$ cat src/rtl/timing_pkg.sv
// timing_pkg
// Shared definitions for the timing-exercise sequencer blocks.
//   TIMING_WIDTH_DEF : default one-hot ring width
//   TIMING_DEPTH_DEF : default input delay-line depth
//   rot_dir_t        : decoding of the ring rotate direction input
package timing_pkg;

  localparam int TIMING_WIDTH_DEF = 16;
  localparam int TIMING_DEPTH_DEF = 2;

  typedef enum logic {
    ROT_LEFT  = 1'b0,
    ROT_RIGHT = 1'b1
  } rot_dir_t;

endpackage : timing_pkg

$ cat src/rtl/delay_line_edge.sv
// delay_line_edge
// DEPTH-stage flop chain for an input of asynchronous origin, with registered
// rising/falling edge pulses aligned to the cycle in which XD changes.
// Ports:
//   CLK  : clock, all state on posedge
//   R    : synchronous active-high reset, clears every stage and both pulses
//   X    : input sampled into stage 0
//   XD   : X delayed by DEPTH edges (last stage)
//   RISE : high for the one cycle in which XD went 0->1
//   FALL : high for the one cycle in which XD went 1->0
module delay_line_edge #(
  parameter int DEPTH = 2
) (
  input  logic CLK,
  input  logic R,
  input  logic X,
  output logic XD,
  output logic RISE,
  output logic FALL
);

  logic [DEPTH-1:0] stage_q;
  logic [DEPTH-1:0] stage_d;
  logic             rise_q;
  logic             rise_d;
  logic             fall_q;
  logic             fall_d;

  always_comb begin
    stage_d = {stage_q[DEPTH-2:0], X};
    // The last stage takes the value of stage DEPTH-2 on this edge, so
    // comparing the two pre-edge values predicts the change XD is about to
    // make; registering the result lines the pulse up with the new XD.
    rise_d  =  stage_q[DEPTH-2] & ~stage_q[DEPTH-1];
    fall_d  = ~stage_q[DEPTH-2] &  stage_q[DEPTH-1];
  end

  always_ff @(posedge CLK) begin
    if (R) begin
      stage_q <= '0;
      rise_q  <= 1'b0;
      fall_q  <= 1'b0;
    end else begin
      stage_q <= stage_d;
      rise_q  <= rise_d;
      fall_q  <= fall_d;
    end
  end

  assign XD   = stage_q[DEPTH-1];
  assign RISE = rise_q;
  assign FALL = fall_q;

endmodule : delay_line_edge

$ cat src/rtl/onehot_ring_seq.sv
// onehot_ring_seq
// One-hot ring sequencer: a WIDTH-bit ring register rotated left/right on
// enable, a registered (ring - 1) mask, a wrap pulse, and a DEPTH-stage input
// delay line with registered edge detection.
// Optional feature: define ONEHOT_RING_CHECK_EN to build the sticky
// non-one-hot checker driving ERR; otherwise ERR is tied low.
// Ports:
//   CLK      : clock, all state on posedge
//   R        : synchronous active-high reset, overrides every other input
//   EN       : rotate enable
//   DIR      : 0 rotate left (towards MSB), 1 rotate right
//   LOAD     : load LOAD_VAL into the ring (beats EN)
//   LOAD_VAL : value to load, need not be one-hot
//   X        : delay line input
//   XD       : X delayed by DEPTH edges
//   RISE     : one-cycle pulse when XD goes 0->1
//   FALL     : one-cycle pulse when XD goes 1->0
//   ONEHOT   : ring register
//   MASK     : ONEHOT - 1 from the previous cycle (mod 2^WIDTH)
//   WRAP     : one-cycle pulse while the wrapped ring value is visible
//   ERR      : sticky non-one-hot flag
module onehot_ring_seq
  import timing_pkg::*;
#(
  parameter int WIDTH = TIMING_WIDTH_DEF,
  parameter int DEPTH = TIMING_DEPTH_DEF
) (
  input  logic             CLK,
  input  logic             R,
  input  logic             EN,
  input  logic             DIR,
  input  logic             LOAD,
  input  logic [WIDTH-1:0] LOAD_VAL,
  input  logic             X,
  output logic             XD,
  output logic             RISE,
  output logic             FALL,
  output logic [WIDTH-1:0] ONEHOT,
  output logic [WIDTH-1:0] MASK,
  output logic             WRAP,
  output logic             ERR
);

  rot_dir_t         dir_e;
  logic [WIDTH-1:0] onehot_q;
  logic [WIDTH-1:0] onehot_d;
  logic [WIDTH-1:0] mask_q;
  logic [WIDTH-1:0] mask_d;
  logic             wrap_q;
  logic             wrap_d;

  assign dir_e = rot_dir_t'(DIR);

  always_comb begin
    onehot_d = onehot_q;
    wrap_d   = 1'b0;
    if (LOAD) begin
      onehot_d = LOAD_VAL;
    end else if (EN) begin
      if (dir_e == ROT_RIGHT) begin
        onehot_d = {onehot_q[0], onehot_q[WIDTH-1:1]};
        wrap_d   = onehot_q[0];
      end else begin
        onehot_d = {onehot_q[WIDTH-2:0], onehot_q[WIDTH-1]};
        wrap_d   = onehot_q[WIDTH-1];
      end
    end
    // Mask follows the pre-edge ring on every edge; zero underflows to all ones.
    mask_d = onehot_q - WIDTH'(1);
  end

  always_ff @(posedge CLK) begin
    if (R) begin
      onehot_q <= WIDTH'(1);
      mask_q   <= '0;
      wrap_q   <= 1'b0;
    end else begin
      onehot_q <= onehot_d;
      mask_q   <= mask_d;
      wrap_q   <= wrap_d;
    end
  end

`ifdef ONEHOT_RING_CHECK_EN
  logic err_q;
  logic err_d;

  // Checks the current ring value, so a bad load shows on ERR one edge after
  // it shows on ONEHOT. Only reset clears it.
  always_comb begin
    err_d = err_q | ~$onehot(onehot_q);
  end

  always_ff @(posedge CLK) begin
    if (R) begin
      err_q <= 1'b0;
    end else begin
      err_q <= err_d;
    end
  end

  assign ERR = err_q;
`else
  assign ERR = 1'b0;
`endif

  delay_line_edge #(
    .DEPTH (DEPTH)
  ) u_delay_line_edge (
    .CLK  (CLK),
    .R    (R),
    .X    (X),
    .XD   (XD),
    .RISE (RISE),
    .FALL (FALL)
  );

  assign ONEHOT = onehot_q;
  assign MASK   = mask_q;
  assign WRAP   = wrap_q;

endmodule : onehot_ring_seq

$ cat config.mk
export PLATFORM = sky130hd
export DESIGN_NAME = onehot_ring_seq
export DESIGN_NICKNAME = d
export VERILOG_FILES = /design/src/rtl/timing_pkg.sv /design/src/rtl/delay_line_edge.sv /design/src/rtl/onehot_ring_seq.sv
export SDC_FILE = /design/constraint.sdc
export NUM_CORES = 1
export LEC_CHECK = 0
export CAP_MARGIN = 0
export CELL_PAD_IN_SITES_DETAIL_PLACEMENT = 1
export CELL_PAD_IN_SITES_GLOBAL_PLACEMENT = 2
export CORE_ASPECT_RATIO = 0.8
export CORE_MARGIN = 8
export CORE_UTILIZATION = 28
export DETAILED_ROUTE_END_ITERATION = 12
export PLACE_DENSITY = 0.86
export SYNTH_ARGS = -nofsm -noshare
export SYNTH_HDL_FRONTEND = slang
export SYNTH_SLANG_ARGS = --single-unit
$ cat constraint.sdc
create_clock -name CLK -period 3.1 [get_ports CLK]
set_clock_uncertainty 0.1 [all_clocks]
set_input_delay 0.465 -clock CLK [delete_from_list [all_inputs] [get_ports CLK]]
set_output_delay 0.465 -clock CLK [all_outputs]
set_load 0.05 [all_outputs]
-- Word-level counts from Yosys, hierarchy flattened
Cells that the tools add are included.
Widths: inputs -> output; s select.
- $add $sub $neg: 1
- muxes and demuxes: 4
- bitwise logic cells: 5
- reductions and logical operators: 2
- operator list (cell ; count):
    $mux 16 ; 3
    $sub 16x1->16 const B ; 1
    $not 1->1 ; 3
    $reduce_or 3->1 ; 1
    $and 1x1->1 ; 2
    $reduce_bool 2->1 ; 1
    $mux 1 ; 1
- bits in registers: 37
- output and inout port bits: 37

-- Logic depth before layout (Yosys ltp)
Gate-level depths: netlist of run 1.
- word-level depth: 3
- depth in mapped cells: 7
- mapped depth without buffers: 5

-- Modules after synthesis
Synthesis of run 1 repeated with hierarchy kept, for this count alone.
- cells, all modules: 203
- area total of the unflattened synthesis: 1830.5 sq um
- by module, submodules not included (module ; times used ; cells each ; area an instance (sq um) ; sequential area each (sq um)):
    onehot_ring_seq ; 1 ; 195 ; 1712.9 ; 660.6
    delay_line_edge ; 1 ; 8 ; 117.6 ; 80.1

-- Worst setup path before layout of run 1
No wires, ideal clock.
- path type: register to register
- start: register onehot_q[0], in the netlist ONEHOT[0]
- end: register mask_q[14], in the netlist MASK[14]
- library setup time: 0.121 ns
- arrival: 2.104 ns
- data required time: 2.879 ns
- slack: 0.775 ns
- cell stages (with the launch flop): 8
- clock period less this slack: 2.325 ns
- cell sequence: dfxtp_1 clkbuf_1 inv_1 ha_1 or4b_1 buf_2 nor4_1 mux2_2
- longest elaborated chain between the ends: 1
- ends and longest elaborated chain (element ; RTL line ; text):
    start, declared ; onehot_ring_seq.sv:45 ; logic [WIDTH-1:0] onehot_q;
    start signal, assigned ; onehot_ring_seq.sv:78 ; onehot_q <= onehot_d;
    $sub 16x1->16 ; onehot_ring_seq.sv:69 ; mask_d = onehot_q - WIDTH'(1);
    end signal, assigned ; onehot_ring_seq.sv:79 ; mask_q <= mask_d;
    end, declared ; onehot_ring_seq.sv:47 ; logic [WIDTH-1:0] mask_q;
No other way between the ends.
A chain may end at the register's enable or synchronous reset.

-- Final worst setup path of run 1
- start: register onehot_q[5], in the netlist ONEHOT[5]
- end: output ONEHOT[5]
- RTL lines (element ; RTL line ; text):
    end, declared ; onehot_ring_seq.sv:38 ; output logic [WIDTH-1:0] ONEHOT,
No word-level cell between the ends.

==> impl_metrics.tcl, run 1 <==
set metrics [dict create \
    fp.dieW_um 105 \
    synth_edf_count 0 \
    hold_buffers 0 \
    synth_warnings 0 \
    post-place-ws_ps 878 \
    nNetsFinal 276 \
    relSlewSlack 0.423 \
    grt.total_usage 0.113 \
    wl_mm 5.12 \
    crit_path_end_kind "primary output" \
    area_growth_pct 39.0 \
    setup_tns_ps 0 \
    drtPass1Iterations 4 \
    syn-cell-area_um2 1790 \
    place_inst 330 \
    clk_pin_slew_ps 70 \
    die-area_um2 9220 \
    maxCapViolCount 0 \
    synth_most_common_cell "dfxtp_1" \
    fmax_ghz 0.439 \
    stdcell_area_um2 2490 \
    cp-start-kind "flop" \
    grt_max_degree 34 \
    yosys-top-cells-count "dfxtp_1 (37), nor2_1 (26), a21oi_1 (22)" \
    ir_drop_mv 0.123 \
    cts_root_buffer "clkbuf_8" \
    row_count 26 \
    whs_ps 309 \
    period_share 0.736 \
    grt_pass1_vias 1667 \
    portBuffers 57 \
    dp_hpwl_mm 3.66 \
    cts_max_level 2 \
    cts_buffers 5 \
    stdcell_count 337 \
    fin_crit_ps 2280 \
    clock_sinks 37 \
    slowest_stage "clkdlybuf4s50_1" \
    first_iter_violations 62 \
    place_congestion 0.684 \
    path_max_fanout 11 \
    cts_tree "yes" \
    finalPower_mw 1.21 \
    ys.flop_type "dfxtp_1" \
    synth.distinct_cells 31 \
    cts_buffer_depth 2 \
    synth_top_area_share 0.414 \
    slew_violations 0 \
    synth-seq-area-share 0.414 \
    rsz0062_at_grt "false" \
    drive_gt1_frac 0.0791 \
    route.detailed.drc 0 \
    grt.overflow.total 0 \
    netlist_instances 206 \
    status "complete, no violations" \
    path_cells "clkdlybuf4s50_1" \
    syn_nets 229 \
    p_leak_nw 0.969 \
    n_antenna_cell 0 \
    post_drt_wl_per_cell_um 15.2 \
    die_h_um 87.5 \
    hold_violations 0 \
    critPathBufInv 1 \
    num_io_pins 59 \
    start_util 0.285 \
    synth.ff_latch_count 37 \
    synth.largest_area_cell "dfxtp_1" \
    cts_resized 0 \
    power_density_nw_per_um2 487 \
    worstPathArrival_ps 1720 \
    grt_pass1_wl_mm 8.44 \
    worstPathRequired_ps 2530 \
    critPathMaxStageDelay_ps 880 \
    cts_setup_buffers 0 \
    viasPerCell 4.77 \
    avgSynthCellArea_um2 8.69 \
    tightest_slew_ps 864 \
    grt_antenna_before_repair 0 \
    setup_violations 0 \
    vias 1608 \
    synth_area_leaders "dfxtp_1 (41%), mux2i_1 (9.5%), a211o_1 (7.8%)" \
    path_class "flop to primary output" \
    final_util 0.396 \
    hold_class "flop to flop" \
    postPlaceCellArea_um2 2400 \
    clk_latency_ps 290 \
    timing.final.ws_setup_ps 820 \
    ys_async_sr_fraction 0 \
    crit_family "buffers and inverters" \
    core_um2 6280 \
    ant_nets 0 \
]
-- cell families (layout without fill, tap and decap cells) --
kind of cell / after synthesis / in the layout / synth area share
XOR/XNOR: 2 / 2 / 0.00979
multiplexers: 22 / 22 / 0.127
flip-flops: 37 / 37 / 0.414
AND/OR/NAND/NOR: 71 / 71 / 0.203
buffers and inverters: 26 / 73 / 0.0678
AO/OA/AOI/OAI: 46 / 46 / 0.169
adder cells (fa/ha/maj): 1 / 1 / 0.00699
other: 1 / 1 / 0.00210
-- layer usage --
layer / GRT usage / routed length (um)
met1: 0.146 / 2510
met2: 0.167 / 2270
met3: 0.0414 / 277
met4: 0.0426 / 55
met5: 0 / 0
-- placed cells by master (no fill, tap or decap), drive strengths merged, types with 4 or more instances in the layout --
master         Yosys  layout
buf                9       6
a211o             16      16
a21oi             22      22
dfxtp             37      37
mux2               5       5
nor2              26      26
o31ai              4       4
clkdlybuf4s50      0      57
nand2             15      15
clkbuf            14       7
mux2i             17      17
nor2b              8       8
or3                6       6
or4                6       6
nor4               4       4
-- flip-flops by register name (all words and copies together), names as in the netlist --
signal	cells
u_delay_line_edge.FALL	1
u_delay_line_edge.stage_q	2
u_delay_line_edge.RISE	1
WRAP	1
ONEHOT	16
MASK	16
-- final cells by class --
| class | instances | area, um^2 |
|---|---|---|
| clock buffers | 7 | 86.3 |
| fillers | 750 | 3790 |
| inverters | 3 | 11.3 |
| multi-input cells | 143 | 927 |
| flip-flops and latches | 37 | 741 |
| well taps | 84 | 105 |
| repair buffers | 63 | 616 |
-- power by group --
part	internal, mW	switching [mW]	total, mW
Combinational	0.133	0.200	0.333
Clock	0.176	0.158	0.335
Sequential	0.507	0.0362	0.543
Total	0.816	0.395	1.21
-- path summary, 6_finish.rpt --
path,start,to,slack (ps),depth (start not counted)
setup / recovery,ONEHOT[5],ONEHOT[5],820,1
hold / removal,u_delay_line_edge.stage_q[0],u_delay_line_edge.FALL,310,1
setup reg to reg,ONEHOT[1],MASK[14],960,5
hold reg to reg,u_delay_line_edge.stage_q[0],u_delay_line_edge.FALL,310,1
Power figures use the tool's default switching activity.
==> inputs of run 2 (changes only) <==
CORE_UTILIZATION = 26   (was 28)
PLACE_DENSITY = 0.81   (was 0.86)
clock period = 2.3 ns   (was 3.1 ns; I/O delays follow)
==> run 2 against run 1 <==
Effect of this change: global-route usage is 0.18 points higher; routed wire length is 7.6% higher; sequential share of layout area is 1.2 points lower; combinational power is 42% higher; final cell count is 2.4% higher; via count is 1.1% higher.
==> impl_metrics.tcl, run 2 (synthesis gave the netlist of run 1 again) <==
set metrics [dict create \
    fillers 785 \
    finalPower_mw 1.88 \
    portBuffers 57 \
    clock_sinks 37 \
    fin_crit_ps 2170 \
    postPlaceCellArea_um2 2460 \
    grt.overflow.total 0 \
    setup_violations 0 \
    maxCapViolCount 0 \
    p_leak_nw 1.02 \
    power_density_nw_per_um2 725 \
    slowest_stage "clkdlybuf4s50_1" \
    cts_root_buffer "clkbuf_8" \
    post_drt_wl_per_cell_um 16.0 \
    period_share 0.945 \
    critPathMaxStageDelay_ps 880 \
    hold_buffers 0 \
    grt_antenna_before_repair 0 \
    grt_pass1_wl_mm 8.92 \
    rsz0062_at_grt "false" \
    ir_drop_mv 0.228 \
    grt_pass1_vias 1673 \
    cts_max_level 2 \
    crit_path_end_kind "primary output" \
    clk_latency_ps 290 \
    path_max_fanout 11 \
    die-area_um2 9810 \
    drive_gt1_frac 0.105 \
    status "complete, no violations" \
    ant_nets 0 \
    cts_buffer_depth 2 \
    clk_pin_slew_ps 80 \
    hold_class "flop to flop" \
    wl_mm 5.51 \
    path_class "flop to primary output" \
    critPathBufInv 1 \
    cts_buffers 5 \
    fp.dieW_um 109 \
    place_congestion 0.791 \
    cp-start-kind "flop" \
    route.detailed.drc 0 \
    core_um2 6790 \
    crit_family "buffers and inverters" \
    met3_length_um 320 \
    n_antenna_cell 0 \
    grt.total_usage 0.115 \
    cts_tree "yes" \
    whs_ps 322 \
    fmax_ghz 0.460 \
    layout_common_cells "clkdlybuf4s50_1 (57), dfxtp_1 (36), nor2_1 (26), a21oi_1 (22), mux2i_1 (17)" \
    row_count 27 \
    path_cells "clkdlybuf4s50_1" \
    drtPass1Iterations 6 \
    viasPerCell 4.71 \
    cts_resized 0 \
    slew_violations 0 \
    dp_hpwl_mm 3.85 \
    first_iter_violations 60 \
    worstPathRequired_ps 1860 \
    stdcell_area_um2 2590 \
    worstPathArrival_ps 1730 \
    hold_violations 0 \
    highest_layer "met4" \
    tightest_slew_ps 516 \
    num_io_pins 59 \
    cts_setup_buffers 0 \
    die_h_um 90.2 \
    grt_max_degree 42 \
    relSlewSlack 0.655 \
    setup_tns_ps 0 \
    nNetsFinal 280 \
    mostFrequentLayoutCell "clkdlybuf4s50_1" \
    met1_length_mm 2.71 \
    vias 1625 \
    start_util 0.263 \
    area_growth_pct 45.0 \
    wl_met2_mm 2.39 \
]
run 2: cell types whose count changed in the layout (fill, tap and decap cells not counted), sizes merged:
cell,change
clkbuf,-2
buf,+4
clkinv,+1
bufinv,+2
run 2: final cells by class:
type / instances / area (um^2) / share of cell area
flip-flops and latches: 37 / 742 / 0.286
clock inverters: 3 / 65.1 / 0.0251
multi-input cells: 143 / 927 / 0.357
clock buffers: 5 / 68.8 / 0.0265
inverters: 3 / 11.3 / 0.00434
well taps: 87 / 109 / 0.0420
repair buffers: 67 / 671 / 0.259
run 2: worst paths after layout:
path	startpoint	cells past startpoint	endpoint	slack [ps]
setup reg to reg	ONEHOT[0]	5	MASK[14]	220
setup / recovery	ONEHOT[9]	1	ONEHOT[9]	130
hold reg to reg	u_delay_line_edge.stage_q[0]	1	u_delay_line_edge.FALL	320
hold / removal	u_delay_line_edge.stage_q[0]	1	u_delay_line_edge.FALL	320
run 2: report_power, final:
| group | switching [mW] | internal, mW |
|---|---|---|
| Combinational | 0.285 | 0.189 |
| Clock | 0.252 | 0.431 |
| Sequential | 0.0416 | 0.683 |
| Total | 0.579 | 1.30 |
run 2: per-stage QoR:
step | setup slack [ps] | util | cells
final | 126 | 0.382 | 345
after global routing | 49.7 | 0.382 | 345
after CTS | 108 | 0.382 | 345
after detailed placement | 210 | 0.362 | 337
after global placement | 290 | 0.362 | 337
after floorplan | 78.7 | - | 206
run 2: per-layer routing:
layer | up-vias | GRT usage
met5 | - | 0
met4 | 0 | 0.0478
met3 | 7 | 0.0385
met2 | 35 | 0.165
met1 | 765 | 0.151
li1 | 818 | -
